## config.mk

```make
export PLATFORM = sky130hd
export DESIGN_NAME = hc_dec
export DESIGN_NICKNAME = d
export VERILOG_FILES = /design/src/rtl/hc_dec.sv
export SDC_FILE = /design/constraint.sdc
export NUM_CORES = 1
export LEC_CHECK = 0
export ABC_AREA = 1
export BUFFER_PORTS_ARGS = -buffer_cell sky130_fd_sc_hd__buf_2
export CORE_MARGIN = 2
export CORE_UTILIZATION = 42
export DETAILED_ROUTE_END_ITERATION = 16
export HOLD_SLACK_MARGIN = 0.05
export SYNTH_ARGS = -nofsm -noshare
export SYNTH_HDL_FRONTEND = slang
export SYNTH_SLANG_ARGS = --single-unit
```

## constraint.sdc

```tcl
create_clock -name i_clk -period 3 [get_ports i_clk]
set_clock_uncertainty 0.1 [all_clocks]
set_input_delay 0.15 -clock i_clk [delete_from_list [all_inputs] [get_ports i_clk]]
set_output_delay 0.15 -clock i_clk [all_outputs]
set_load 0.02 [all_outputs]
```

## src/rtl/hc_dec.sv

```systemverilog
// hc_dec: pipelined Hamming(7,4) single-error-correcting decoder.
//
// Stage 1 registers the incoming codeword together with its 3-bit syndrome.
// Stage 2 flips the bit addressed by the syndrome, extracts the four data
// bits and presents them with the error flag and syndrome. A single global
// enable freezes both stages while the output is held by backpressure.
// Two saturating counters record decoded and corrected words.

module hc_dec #(
    parameter int CNT_WD = 16
) (
    input  logic              i_clk,
    input  logic              i_rst,
    input  logic              i_valid,
    output logic              o_ready,
    input  logic [7:1]        i_enc_data,
    output logic              o_valid,
    input  logic              i_ready,
    output logic [4:1]        o_data,
    output logic              o_err,
    output logic [3:1]        o_syn,
    input  logic              i_clr_cnt,
    output logic [CNT_WD-1:0] o_word_cnt,
    output logic [CNT_WD-1:0] o_corr_cnt
);

    localparam logic [CNT_WD-1:0] CNT_MAX = '1;
    localparam logic [CNT_WD-1:0] CNT_ONE = CNT_WD'(1);

    // Syndrome {s4,s2,s1}: each parity check covers the positions whose
    // index has the matching bit set, so the result names the bad position.
    function automatic logic [3:1] calc_syn(input logic [7:1] c);
        logic [3:1] s;
        s[1] = c[1] ^ c[3] ^ c[5] ^ c[7];
        s[2] = c[2] ^ c[3] ^ c[6] ^ c[7];
        s[3] = c[4] ^ c[5] ^ c[6] ^ c[7];
        return s;
    endfunction

    // Pipeline advance and handshake
    logic             w_en;
    logic             w_load;

    // Stage 1
    logic             r_s1_valid;
    logic [7:1]       r_s1_code;
    logic [3:1]       r_s1_syn;
    logic [3:1]       w_in_syn;

    // Correction datapath between the stages
    logic [7:1]       w_flip;
    logic [7:1]       w_fixed;
    logic [4:1]       w_data;
    logic             w_err;

    // Output stage
    logic             r_o_valid;
    logic [4:1]       r_o_data;
    logic             r_o_err;
    logic [3:1]       r_o_syn;

    // Statistics
    logic [CNT_WD-1:0] r_word_cnt;
    logic [CNT_WD-1:0] r_corr_cnt;

    // The whole pipeline moves whenever the output slot is empty or drained.
    assign w_en    = !r_o_valid || i_ready;
    assign o_ready = w_en;

    // A word enters the output register on this edge.
    assign w_load  = w_en && r_s1_valid;

    // Syndrome of the incoming codeword, registered alongside it in stage 1.
    always_comb begin
        w_in_syn = calc_syn(i_enc_data);
    end

    // Stage 1 valid flag: advances with the pipeline, cleared by reset.
    always_ff @(posedge i_clk) begin
        // NOTE: sequential state is assigned with <= so every register samples
        // the pre-edge values, independent of statement order.
        if (i_rst) begin
            r_s1_valid <= 1'b0;
        end else if (w_en) begin
            r_s1_valid <= i_valid;
        end
    end

    // Stage 1 payload: captured only when a codeword is actually accepted.
    always_ff @(posedge i_clk) begin
        // NOTE: the payload has no reset; r_s1_valid alone qualifies it, and
        // leaving it unreset keeps the datapath flops free of a reset tree.
        if (w_en && i_valid) begin
            r_s1_code <= i_enc_data;
            r_s1_syn  <= w_in_syn;
        end
    end

    // Flip the bit the syndrome points at, then pull out the data positions.
    always_comb begin
        // NOTE: every signal written here gets a default first, so no path
        // through the block can leave a value unassigned and infer a latch.
        w_flip = '0;
        for (int p = 1; p <= 7; p++) begin
            if (r_s1_syn == 3'(p)) begin
                w_flip[p] = 1'b1;
            end
        end
        w_fixed = r_s1_code ^ w_flip;
        w_data  = {w_fixed[7], w_fixed[6], w_fixed[5], w_fixed[3]};
        w_err   = |r_s1_syn;
    end

    // Output stage: valid follows stage 1, fields load only with a real word.
    always_ff @(posedge i_clk) begin
        if (i_rst) begin
            r_o_valid <= 1'b0;
            r_o_data  <= '0;
            r_o_err   <= 1'b0;
            r_o_syn   <= '0;
        end else if (w_en) begin
            r_o_valid <= r_s1_valid;
            if (r_s1_valid) begin
                r_o_data <= w_data;
                r_o_err  <= w_err;
                r_o_syn  <= r_s1_syn;
            end
        end
    end

    // Decoded-word counter: clear wins over a same-cycle load, then saturate.
    always_ff @(posedge i_clk) begin
        if (i_rst || i_clr_cnt) begin
            r_word_cnt <= '0;
        end else if (w_load && (r_word_cnt != CNT_MAX)) begin
            r_word_cnt <= r_word_cnt + CNT_ONE;
        end
    end

    // Corrected-word counter: same rules, counting only non-zero syndromes.
    always_ff @(posedge i_clk) begin
        if (i_rst || i_clr_cnt) begin
            r_corr_cnt <= '0;
        end else if (w_load && w_err && (r_corr_cnt != CNT_MAX)) begin
            r_corr_cnt <= r_corr_cnt + CNT_ONE;
        end
    end

    assign o_valid    = r_o_valid;
    assign o_data     = r_o_data;
    assign o_err      = r_o_err;
    assign o_syn      = r_o_syn;
    assign o_word_cnt = r_word_cnt;
    assign o_corr_cnt = r_corr_cnt;

endmodule

```

==> qor.yml, run 1 <==
run_status:
  result_of_the_run: "completed"
clock_network:
  tritoncts: "yes"
  ctsHtreeMaxLevel: 2
  clock_tree.root_cell: "sky130_fd_sc_hd__clkbuf_8"
  tritoncts.num_buffers: 5
  clk_pin_slew_worst_paths_ns: 0.10
  clock_tree.buffer_depth: 2
  worst_skew_pair.late_latency_ns: 0.31
  clock_sink_count: 49
  post_cts.repair.setup_buffers: 0
grt:
  grt_max_degree: 21
  number_of_global_route_vias_before_repair: 2226
  antenna_found_initial: 0
  overflow: 0
  grt_first_pass_wirelength_um: 9770
  grt.total_usage_pct: 18.5
worst_setup_path:
  criticalPathCategory: "primary input to flip-flop"
  r2r-start: "o_corr_cnt[1]$_SDFFE_PP0P_"
  r2r_setup_slack_ns: 1.24
  startpoint_type: "primary input"
  reg2regPathDepth: 9
  timing.rr.end: "o_corr_cnt[13]$_SDFFE_PP0P_"
  arrival_ns: 2.07
  worst_setup_path_end_kind: "flip-flop"
  crit_required_ns: 3.15
  path_max_fanout: 20
drt:
  postRouteAntennaNets: 0
  routed_via_density: 4.84
  remaining_drc_errors: 0
  detailedRoute.firstIterationViolations: 100
  dr.pass1.iters: 4
  routedWlPerCell_um: 11.4
  routed-via-count: 2442
  routed_wirelength_um: 5780
final_layout:
  num_antenna_cells: 0
  stdcell_area_sq_um: 3080
  layout_commonest_cell: "sky130_fd_sc_hd__nand2_1"
  layout_common_cells: "sky130_fd_sc_hd__nand2_1 (81), sky130_fd_sc_hd__nor2_1 (76), sky130_fd_sc_hd__buf_2 (53), sky130_fd_sc_hd__nand3_1 (42), sky130_fd_sc_hd__dfxtp_1 (42)"
  post_route_cells_drive_above_1_share_pct: 17.9
  nNetsFinal: 443
  area_delta_synth_final_pct: 20.1
synth:
  synthTopCellsByArea: "sky130_fd_sc_hd__dfxtp_1 (33%), sky130_fd_sc_hd__nand2_1 (12%), sky130_fd_sc_hd__nor2_1 (11%)"
  post_synth_instance_area_sq_um: 2560
  net_count_of_the_mapped_netlist: 382
  yosys.area.top_type: "sky130_fd_sc_hd__dfxtp_1"
  yosys_warnings: 0
  postSynthAreaPerCell_sq_um: 6.96
  postSynthCellCount: 368
  synthDistinctLibCells: 25
  synth_top_cell_area_share_pct: 32.8
  yosys_register_bits: 49
  seq_area_frac_synth_pct: 41.1
placement:
  portBuffers: 53
  dp_hpwl_um: 4280
  dpl_cell_area_sq_um: 2880
  globalplace.congestion: 0.823
flow_run:
  maxCapViolCount: 0
pwr:
  power_mw: 1.41
  power-per-cell-area_nw_per_um2: 458
  peakVddDrop_v: 0.000239
  power.static_leakage_nw: 1.28
sta:
  setup_viol: 0
  final-max-slew-violation-count: 0
  post-route-period-util_pct: 64.0
  worst-slew-pin-transition_ns: 0.845
  max_slew_margin_pct: 43.6
  achievable-frequency_ghz: 0.521
  min_cycle_time_layout_ns: 1.92
  timing_hold_violations_final: 0
  rsz0062_at_grt: "false"
  totalNegativeSetupSlack_ns: 0
floorplanning:
  floorplan.rows: 28
  die_area_sq_um: 6740
  core-area_sq_um: 5920
  floorplan.initialDensity_pct: 43.2
  io_count: 54
  dieWidth_um: 82.1
  die_h_um: 82.1
hold_path:
  number_of_instances_on_the_worst_hold_path: 4
  hold_class: "primary input to flip-flop"
  hold_path.startpoint: "i_ready"
  min_to: "r_s1_valid$_SDFFE_PP0N_"
==> worst max-delay path, stage by stage <==
cell and delay, ns:
sky130_fd_sc_hd__dlygate4sd3_1 0.53, sky130_fd_sc_hd__buf_2 0.16, sky130_fd_sc_hd__nor2_2 0.64, sky130_fd_sc_hd__inv_1 0.27
sky130_fd_sc_hd__o21bai_1 0.23, sky130_fd_sc_hd__nor2_1 0.08
==> worst max-delay path by stage <==
| stage | startpoint | end | slack, ns | cells past startpoint |
|---|---|---|---|---|
| floorplan | o_word_cnt[0]$_SDFFE_PP0P_ | o_word_cnt[11]$_SDFFE_PP0P_ | 1.33 | 9 |
| global placement | i_rst | o_word_cnt[10]$_SDFFE_PP0P_ | 1.27 | 5 |
| detailed placement | o_corr_cnt[0]$_SDFFE_PP0P_ | o_corr_cnt[8]$_SDFFE_PP0P_ | 1.26 | 8 |
| CTS | i_rst | o_word_cnt[10]$_SDFFE_PP0P_ | 1.06 | 6 |
| global route | i_rst | o_word_cnt[10]$_SDFFE_PP0P_ | 0.89 | 6 |
| finish | i_rst | o_word_cnt[10]$_SDFFE_PP0P_ | 1.08 | 6 |
==> flip-flops by register name, summed over array words and instances, names as in the netlist <==
register and flops:
o_corr_cnt 16, o_word_cnt 16, o_data 4, r_s1_code 4, o_syn 3, r_s1_syn 3
o_err 1, o_valid 1, r_s1_valid 1
==> metal layers <==
metal | vias to the layer above | wire length (um) | track usage [%]
met4 | 0 | 61 | 5.50
met1 | 1082 | 2750 | 23.7
met5 | - | 0 | 0
li1 | 1311 | - | -
met2 | 43 | 2720 | 31.2
met3 | 6 | 242 | 3.96
==> synthesized netlist by cell type <==
cell type and number:
sky130_fd_sc_hd__o21ai_1 1, sky130_fd_sc_hd__edfxtp_1 7, sky130_fd_sc_hd__ha_1 2, sky130_fd_sc_hd__inv_2 1, sky130_fd_sc_hd__nand2_1 81, sky130_fd_sc_hd__a21oi_1 33
sky130_fd_sc_hd__nand2_2 4, sky130_fd_sc_hd__xnor2_1 5, sky130_fd_sc_hd__nor2_4 3, sky130_fd_sc_hd__o21ai_0 10, sky130_fd_sc_hd__dfxtp_1 42, sky130_fd_sc_hd__buf_4 1
sky130_fd_sc_hd__nor2_1 76, sky130_fd_sc_hd__a21oi_2 1, sky130_fd_sc_hd__inv_1 30, sky130_fd_sc_hd__nand3_2 1, sky130_fd_sc_hd__nand3b_1 3, sky130_fd_sc_hd__nand4_1 5
sky130_fd_sc_hd__nor2_2 3, sky130_fd_sc_hd__nand2_4 1, sky130_fd_sc_hd__xor2_1 9, sky130_fd_sc_hd__buf_6 3, sky130_fd_sc_hd__nand3_1 42, sky130_fd_sc_hd__o21bai_1 1
sky130_fd_sc_hd__buf_2 3
==> logic make-up (layout without fill, tap and decap cells) <==
| group | after synthesis | in the layout | synth area share [%] |
|---|---|---|---|
| buffers and inverters | 38 | 100 | 6.74 |
| XOR/XNOR | 14 | 14 | 4.79 |
| AO/OA/AOI/OAI | 46 | 46 | 9.24 |
| AND/OR/NAND/NOR | 219 | 219 | 37.2 |
| adder cells (fa/ha/maj) | 2 | 2 | 0.977 |
| flip-flops | 49 | 49 | 41.1 |
==> where the power goes <==
group / internal [mW] / total (mW) / switching, mW / leakage [nW]
sequential: 0.689 / 0.704 / 0.0148 / 0.408
clock: 0.336 / 0.578 / 0.242 / 0.0687
combinational: 0.0489 / 0.126 / 0.0773 / 0.803
total: 1.07 / 1.41 / 0.335 / 1.28
==> stage by stage <==
stage          util [%]  hold WS [ns]  worst slack (ns)  cells
2_1_floorplan         -         0.119              1.33    368
3_3_place_gp       48.6         0.258              1.27    491
3_5_place_dp       48.6         0.255              1.26    491
4_1_cts            51.9        0.0608              1.06    505
5_1_grt            51.9        0.0708             0.885    505
6_report           51.9        0.0624              1.08    505
==> final cells by class <==
cell class / count / area, sq um
clock buffers: 5 / 68.8
clock inverters: 3 / 68.8
fillers: 594 / 2850
inverters: 31 / 116
multi-input cells: 281 / 1340
flip-flops and latches: 49 / 1050
well taps: 75 / 93.8
repair buffers: 61 / 340
==> timing repair <==
action,CTS,global route
gates resized for setup,0,0
hold buffers,6,0
hold endpoints to repair,7,0
Power figures use the tool's default switching activity.
==> run 2, diff against run 1 <==
--- a/config.mk
+++ b/config.mk
@@ -11,6 +11,7 @@
 export CORE_UTILIZATION = 42
 export DETAILED_ROUTE_END_ITERATION = 16
 export HOLD_SLACK_MARGIN = 0.05
+export PLACE_DENSITY = 0.66
 export SYNTH_ARGS = -nofsm -noshare
 export SYNTH_HDL_FRONTEND = slang
 export SYNTH_SLANG_ARGS = --single-unit
==> constraint.sdc (replaced) <==
create_clock -name i_clk -period 1.75 [get_ports i_clk]
set_clock_uncertainty 0.1 [all_clocks]
set_input_delay 0.0875 -clock i_clk [delete_from_list [all_inputs] [get_ports i_clk]]
set_output_delay 0.0875 -clock i_clk [all_outputs]
set_load 0.02 [all_outputs]
==> run 2 against run 1 <==
Routed wire length up 3.2%. Via count up 3.9%. Combinational power up 86%. Setup slack worse by 0.94 ns. Register-to-register slack worse by 1.1 ns. Total power up 55%. Clock-buffer cell count unchanged. Critical path depth up 2. Worst hold slack about the same. Flip-flop and latch count unchanged. Sequential share of layout area down 1.2 points. Clock power up 29%. Critical endpoint is now o_corr_cnt[14]$_SDFFE_PP0P_. Largest cell class unchanged.
==> qor.yml, run 2 (same netlist as run 1, synthesis figures left out) <==
clock_network:
  tritoncts: "yes"
  clock_tree.root_cell: "sky130_fd_sc_hd__clkbuf_8"
  ctsHtreeMaxLevel: 2
  clock_sink_count: 49
  clk_pin_slew_worst_paths_ns: 0.10
  worst_skew_pair.late_latency_ns: 0.31
  post_cts.repair.setup_buffers: 0
  clock_tree.buffer_depth: 2
  tritoncts.num_buffers: 5
worst_setup_path:
  critical_path.startpoint: "o_corr_cnt[0]$_SDFFE_PP0P_"
  timing.rr.end: "o_corr_cnt[14]$_SDFFE_PP0P_"
  critical-path-top-cell-by-count: "sky130_fd_sc_hd__nor2_4"
  crit_required_ns: 1.87
  timing.critical_path.slowest_cell_delay_ns: 0.35
  worst_setup_path_end_kind: "flip-flop"
  path_max_fanout: 20
  r2r_setup_slack_ns: 0.14
  criticalPathCategory: "flip-flop to flip-flop"
  arrival_ns: 1.72
  crit_end: "o_corr_cnt[14]$_SDFFE_PP0P_"
  crit_path_cell_trace: "ha_1, inv_1, nor2_4, nand2_4, nor2_4, nand2_2, a21oi_1, nor2_1"
  r2r-start: "o_corr_cnt[0]$_SDFFE_PP0P_"
  reg2regPathDepth: 8
  startpoint_type: "flip-flop"
  cp_max_stage_cell: "sky130_fd_sc_hd__dfxtp_1"
run_status:
  result_of_the_run: "completed"
drt:
  detailroute.wirelength.met2_um: 2890
  wl_met3_um: 221
  dr.pass1.iters: 4
  routed_wirelength_um: 5960
  postRouteAntennaNets: 0
  remaining_drc_errors: 0
  routedWlPerCell_um: 11.4
  routed_via_density: 4.86
  top_signal_layer_used: "met4"
  drt-met1-wl_um: 2790
  detailedRoute.firstIterationViolations: 110
  routed-via-count: 2538
final_layout:
  area_delta_synth_final_pct: 25.0
  stdcell_area_sq_um: 3200
  layout_commonest_cell: "sky130_fd_sc_hd__nand2_1"
  num_antenna_cells: 0
  post_route_cells_drive_above_1_share_pct: 21.3
  finish.utilization_pct: 54.0
  nNetsFinal: 460
  layout_common_cells: "sky130_fd_sc_hd__nand2_1 (80), sky130_fd_sc_hd__nor2_1 (76), sky130_fd_sc_hd__buf_2 (53), sky130_fd_sc_hd__nand3_1 (42), sky130_fd_sc_hd__dfxtp_1 (40)"
floorplanning:
  io_count: 54
  floorplan.rows: 28
  core-area_sq_um: 5920
  dieWidth_um: 82.1
  die_h_um: 82.1
  die_area_sq_um: 6740
  floorplan.initialDensity_pct: 43.2
sta:
  final-max-slew-violation-count: 0
  totalNegativeSetupSlack_ns: 0
  achievable-frequency_ghz: 0.622
  rsz0062_at_grt: "true"
  min_cycle_time_layout_ns: 1.61
  setup_viol: 0
  worst-slew-pin-transition_ns: 0.388
  max_slew_margin_pct: 74.0
  timing_hold_violations_final: 0
  holdWs_ns: 0.0626
  post-route-period-util_pct: 91.8
pwr:
  power-per-cell-area_nw_per_um2: 683
  power.static_leakage_nw: 1.36
  peakVddDrop_v: 0.000400
  power_mw: 2.18
placement:
  portBuffers: 53
  globalplace.congestion: 0.835
  dpl_cell_area_sq_um: 3000
  dp_hpwl_um: 4490
grt:
  antenna_found_initial: 0
  grt_first_pass_wirelength_um: 9830
  overflow: 0
  number_of_global_route_vias_before_repair: 2253
  grt_max_degree: 28
  grt.total_usage_pct: 18.6
hold_path:
  hold_class: "primary input to flip-flop"
flow_run:
  maxCapViolCount: 0
run 2: report_power, final:
| group | total, mW | switching [mW] | internal (mW) | leakage [nW] |
|---|---|---|---|---|
| combinational | 0.234 | 0.137 | 0.0974 | 0.897 |
| clock | 0.744 | 0.441 | 0.303 | 0.0511 |
| sequential | 1.21 | 0.0230 | 1.18 | 0.409 |
| total | 2.18 | 0.602 | 1.58 | 1.36 |
run 2: worst max-delay path: cells and delay by family, from the launching register on:
family,cells,cell delay [ns]
AO/OA/AOI/OAI,1,0.22
adder cells (fa/ha/maj),1,0.16
buffers and inverters,1,0.07
flip-flops,1,0.35
AND/OR/NAND/NOR,5,0.60
run 2: worst min-delay path by stage:
| stage | start | endpoint | cells past startpoint |
|---|---|---|---|
| 6_report | i_enc_data[4] | r_s1_syn[3]$_DFFE_PP_ | 3 |
| 5_1_grt | i_enc_data[4] | r_s1_syn[3]$_DFFE_PP_ | 3 |
| 4_1_cts | i_enc_data[4] | r_s1_syn[3]$_DFFE_PP_ | 3 |
| 3_5_place_dp | i_enc_data[3] | r_s1_code[3]$_DFFE_PP_ | 1 |
| 3_3_place_gp | i_enc_data[3] | r_s1_code[3]$_DFFE_PP_ | 1 |
| 2_1_floorplan | i_rst | o_err$_SDFFE_PP0P_ | 1 |
run 2: stage by stage:
stage | instances | setup slack, ns
after floorplan | 368 | 0.0764
after global placement | 505 | 0.177
after detailed placement | 505 | 0.0981
after CTS | 522 | 0.0736
after global routing | 522 | -0.0135
final | 522 | 0.143
run 2: cell type report:
type / instances / area (sq um)
clock buffer: 5 / 68.8
inverter: 31 / 116
clock inverter: 3 / 28.8
tap: 75 / 93.8
sequential: 49 / 1050
timing repair buffer: 78 / 488
multi-input combinational: 281 / 1350
fill: 592 / 2720
run 2: routing by layer:
layer / up-vias / global-route usage (%)
met5: - / 0
met1: 1136 / 22.5
met3: 6 / 4.18
li1: 1349 / -
met4: 0 / 4.00
met2: 47 / 33.6
run 2: timing repair:
item / 4_1_cts / 5_1_grt
resized for setup: 0 / 5
endpoints found under the hold margin: 9 / 0
endpoints found under the setup margin: 0 / 14
hold buffers: 9 / 0
==> run 3, diff against run 2 <==
--- a/config.mk
+++ b/config.mk
@@ -7,8 +7,9 @@
 export LEC_CHECK = 0
 export ABC_AREA = 1
 export BUFFER_PORTS_ARGS = -buffer_cell sky130_fd_sc_hd__buf_2
-export CORE_MARGIN = 2
+export CORE_MARGIN = 10
 export CORE_UTILIZATION = 42
+export CTS_BUF_LIST = sky130_fd_sc_hd__clkbuf_8
 export DETAILED_ROUTE_END_ITERATION = 16
 export HOLD_SLACK_MARGIN = 0.05
 export PLACE_DENSITY = 0.66
==> run 3 against run 2 <==
Cell count stayed put. Flip-flop and latch count stayed put. Largest power group unchanged. Non-clock buffer count is 1 lower. Routed wire length is 11% higher. Register-to-register slack hardly changed. Critical endpoint is now o_corr_cnt[15]$_SDFFE_PP0P_. Sequential power hardly changed.
==> qor.yml, run 3 (same netlist as run 1, synthesis figures left out) <==
clock_network:
  post_cts.repair.setup_buffers: 0
  clock_tree.buffer_depth: 2
  clock_sink_count: 49
  tritoncts.num_buffers: 5
  tritoncts: "yes"
  worst_skew_pair.late_latency_ns: 0.32
  ctsHtreeMaxLevel: 2
  clock_tree.root_cell: "sky130_fd_sc_hd__clkbuf_8"
  clk_pin_slew_worst_paths_ns: 0.10
sta:
  achievable-frequency_ghz: 0.623
  timing_hold_violations_final: 0
  rsz0062_at_grt: "true"
  max_slew_margin_pct: 68.3
  min_cycle_time_layout_ns: 1.61
  timing.final.ws_setup_ns: 0.145
  worst-slew-pin-transition_ns: 0.476
  final-max-slew-violation-count: 0
  setup_viol: 0
  post-route-period-util_pct: 91.7
placement:
  dp_hpwl_um: 5000
  globalplace.congestion: 0.855
  portBuffers: 53
  dpl_cell_area_sq_um: 2970
  place_ws_ns: 0.0790
pwr:
  peakVddDrop_v: 0.000510
  power_mw: 2.30
  power-per-cell-area_nw_per_um2: 710
  power.static_leakage_nw: 1.36
final_layout:
  layout_common_cells: "sky130_fd_sc_hd__nand2_1 (80), sky130_fd_sc_hd__nor2_1 (75), sky130_fd_sc_hd__buf_2 (53), sky130_fd_sc_hd__nand3_1 (42), sky130_fd_sc_hd__dfxtp_1 (40)"
  post_route_cells_drive_above_1_share_pct: 21.5
  area_delta_synth_final_pct: 26.4
  finish.utilization_pct: 54.7
  layout_commonest_cell: "sky130_fd_sc_hd__nand2_1"
  num_antenna_cells: 0
  stdcell_area_sq_um: 3240
  nNetsFinal: 460
floorplanning:
  die_area_sq_um: 9620
  die_h_um: 98.1
  core-area_sq_um: 5920
  floorplan.rows: 28
  dieWidth_um: 98.1
  floorplan.initialDensity_pct: 43.2
  io_count: 54
worst_setup_path:
  startpoint_type: "flip-flop"
  timing.critical_path.slowest_cell_delay_ns: 0.35
  worst_setup_path_end_kind: "flip-flop"
  path_max_fanout: 20
  r2r-start: "o_corr_cnt[0]$_SDFFE_PP0P_"
  criticalPathCategory: "flip-flop to flip-flop"
  timing.rr.end: "o_corr_cnt[15]$_SDFFE_PP0P_"
  reg2regPathDepth: 8
  cp_max_stage_cell: "sky130_fd_sc_hd__dfxtp_1"
  crit_path_cell_trace: "ha_1, inv_1, nor2_4, nand2_4, nor2_4, nand2_2, a21oi_1, nor2_1"
  critical-path-top-cell-by-count: "sky130_fd_sc_hd__nor2_4"
  arrival_ns: 1.72
  r2r_setup_slack_ns: 0.14
  crit_required_ns: 1.86
grt:
  grt_max_degree: 21
  antenna_found_initial: 0
  overflow: 0
  number_of_global_route_vias_before_repair: 2507
  grt.total_usage_pct: 14.2
  grt_first_pass_wirelength_um: 11600
hold_path:
  number_of_instances_on_the_worst_hold_path: 3
  hold_class: "primary input to flip-flop"
  min_to: "r_s1_syn[3]$_DFFE_PP_"
  hold_path.startpoint: "i_enc_data[4]"
drt:
  routedWlPerCell_um: 12.7
  routed_via_density: 4.92
  dr.pass1.iters: 4
  remaining_drc_errors: 0
  routed-via-count: 2566
  detailedRoute.firstIterationViolations: 142
  routed_wirelength_um: 6640
  postRouteAntennaNets: 0
flow_run:
  maxCapViolCount: 0
run_status:
  result_of_the_run: "completed"
-- run 3: metal layers --
metal	GRT usage (%)	vias to the layer above	wire [um]
met4	5.03	0	91
met2	24.8	60	3330
li1	-	1343	-
met1	15.9	1156	2830
met5	0	-	0
met3	4.09	7	390
-- run 3: area by class of cell --
| class | count | area (sq um) |
|---|---|---|
| flip-flops and latches | 49 | 1050 |
| clock inverters | 3 | 46.3 |
| repair buffers | 77 | 470 |
| clock buffers | 5 | 68.8 |
| inverters | 31 | 116 |
| fillers | 597 | 2680 |
| multi-input cells | 282 | 1390 |
| well taps | 75 | 93.8 |
-- run 3: worst max-delay path by stage --
stage	slack, ns	cells past startpoint	from	end
after global routing	-0.05	10	o_corr_cnt[1]$_SDFFE_PP0P_	o_corr_cnt[9]$_SDFFE_PP0P_
after detailed placement	0.08	8	o_word_cnt[0]$_SDFFE_PP0P_	o_word_cnt[15]$_SDFFE_PP0P_
after CTS	0.06	8	o_word_cnt[0]$_SDFFE_PP0P_	o_word_cnt[15]$_SDFFE_PP0P_
after floorplan	0.08	9	o_word_cnt[0]$_SDFFE_PP0P_	o_word_cnt[11]$_SDFFE_PP0P_
after global placement	0.17	10	o_word_cnt[0]$_SDFFE_PP0P_	o_word_cnt[1]$_SDFFE_PP0P_
final	0.14	8	o_corr_cnt[0]$_SDFFE_PP0P_	o_corr_cnt[15]$_SDFFE_PP0P_
-- run 3: worst max-delay path, delay by kind of cell, from the launching register on --
kind	cells	cell delay (ns)
buffers and inverters	1	0.07
DFF	1	0.35
and+or+nand+nor	5	0.61
AOI/OAI and AO/OA	1	0.23
adders and majority gates	1	0.14
-- run 3: metrics by stage --
stage               std cells  hold slack, ns  TNS [ns]
floorplan                 368          0.0566         0
global placement          503           0.193         0
detailed placement        503           0.193         0
CTS                       521          0.0533         0
global route              522          0.0588    -0.263
finish                    522          0.0595         0
-- run 3: what timing repair did --
action	in CTS	in global routing
gates resized for setup	0	11
endpoints found under the hold margin	14	0
hold buffers	10	0
endpoints found under the setup margin	0	26
-- run 3: where the power goes --
part,internal (mW),switching (mW)
clock,0.428,0.423
combinational,0.0965,0.143
sequential,1.18,0.0251
total,1.71,0.591
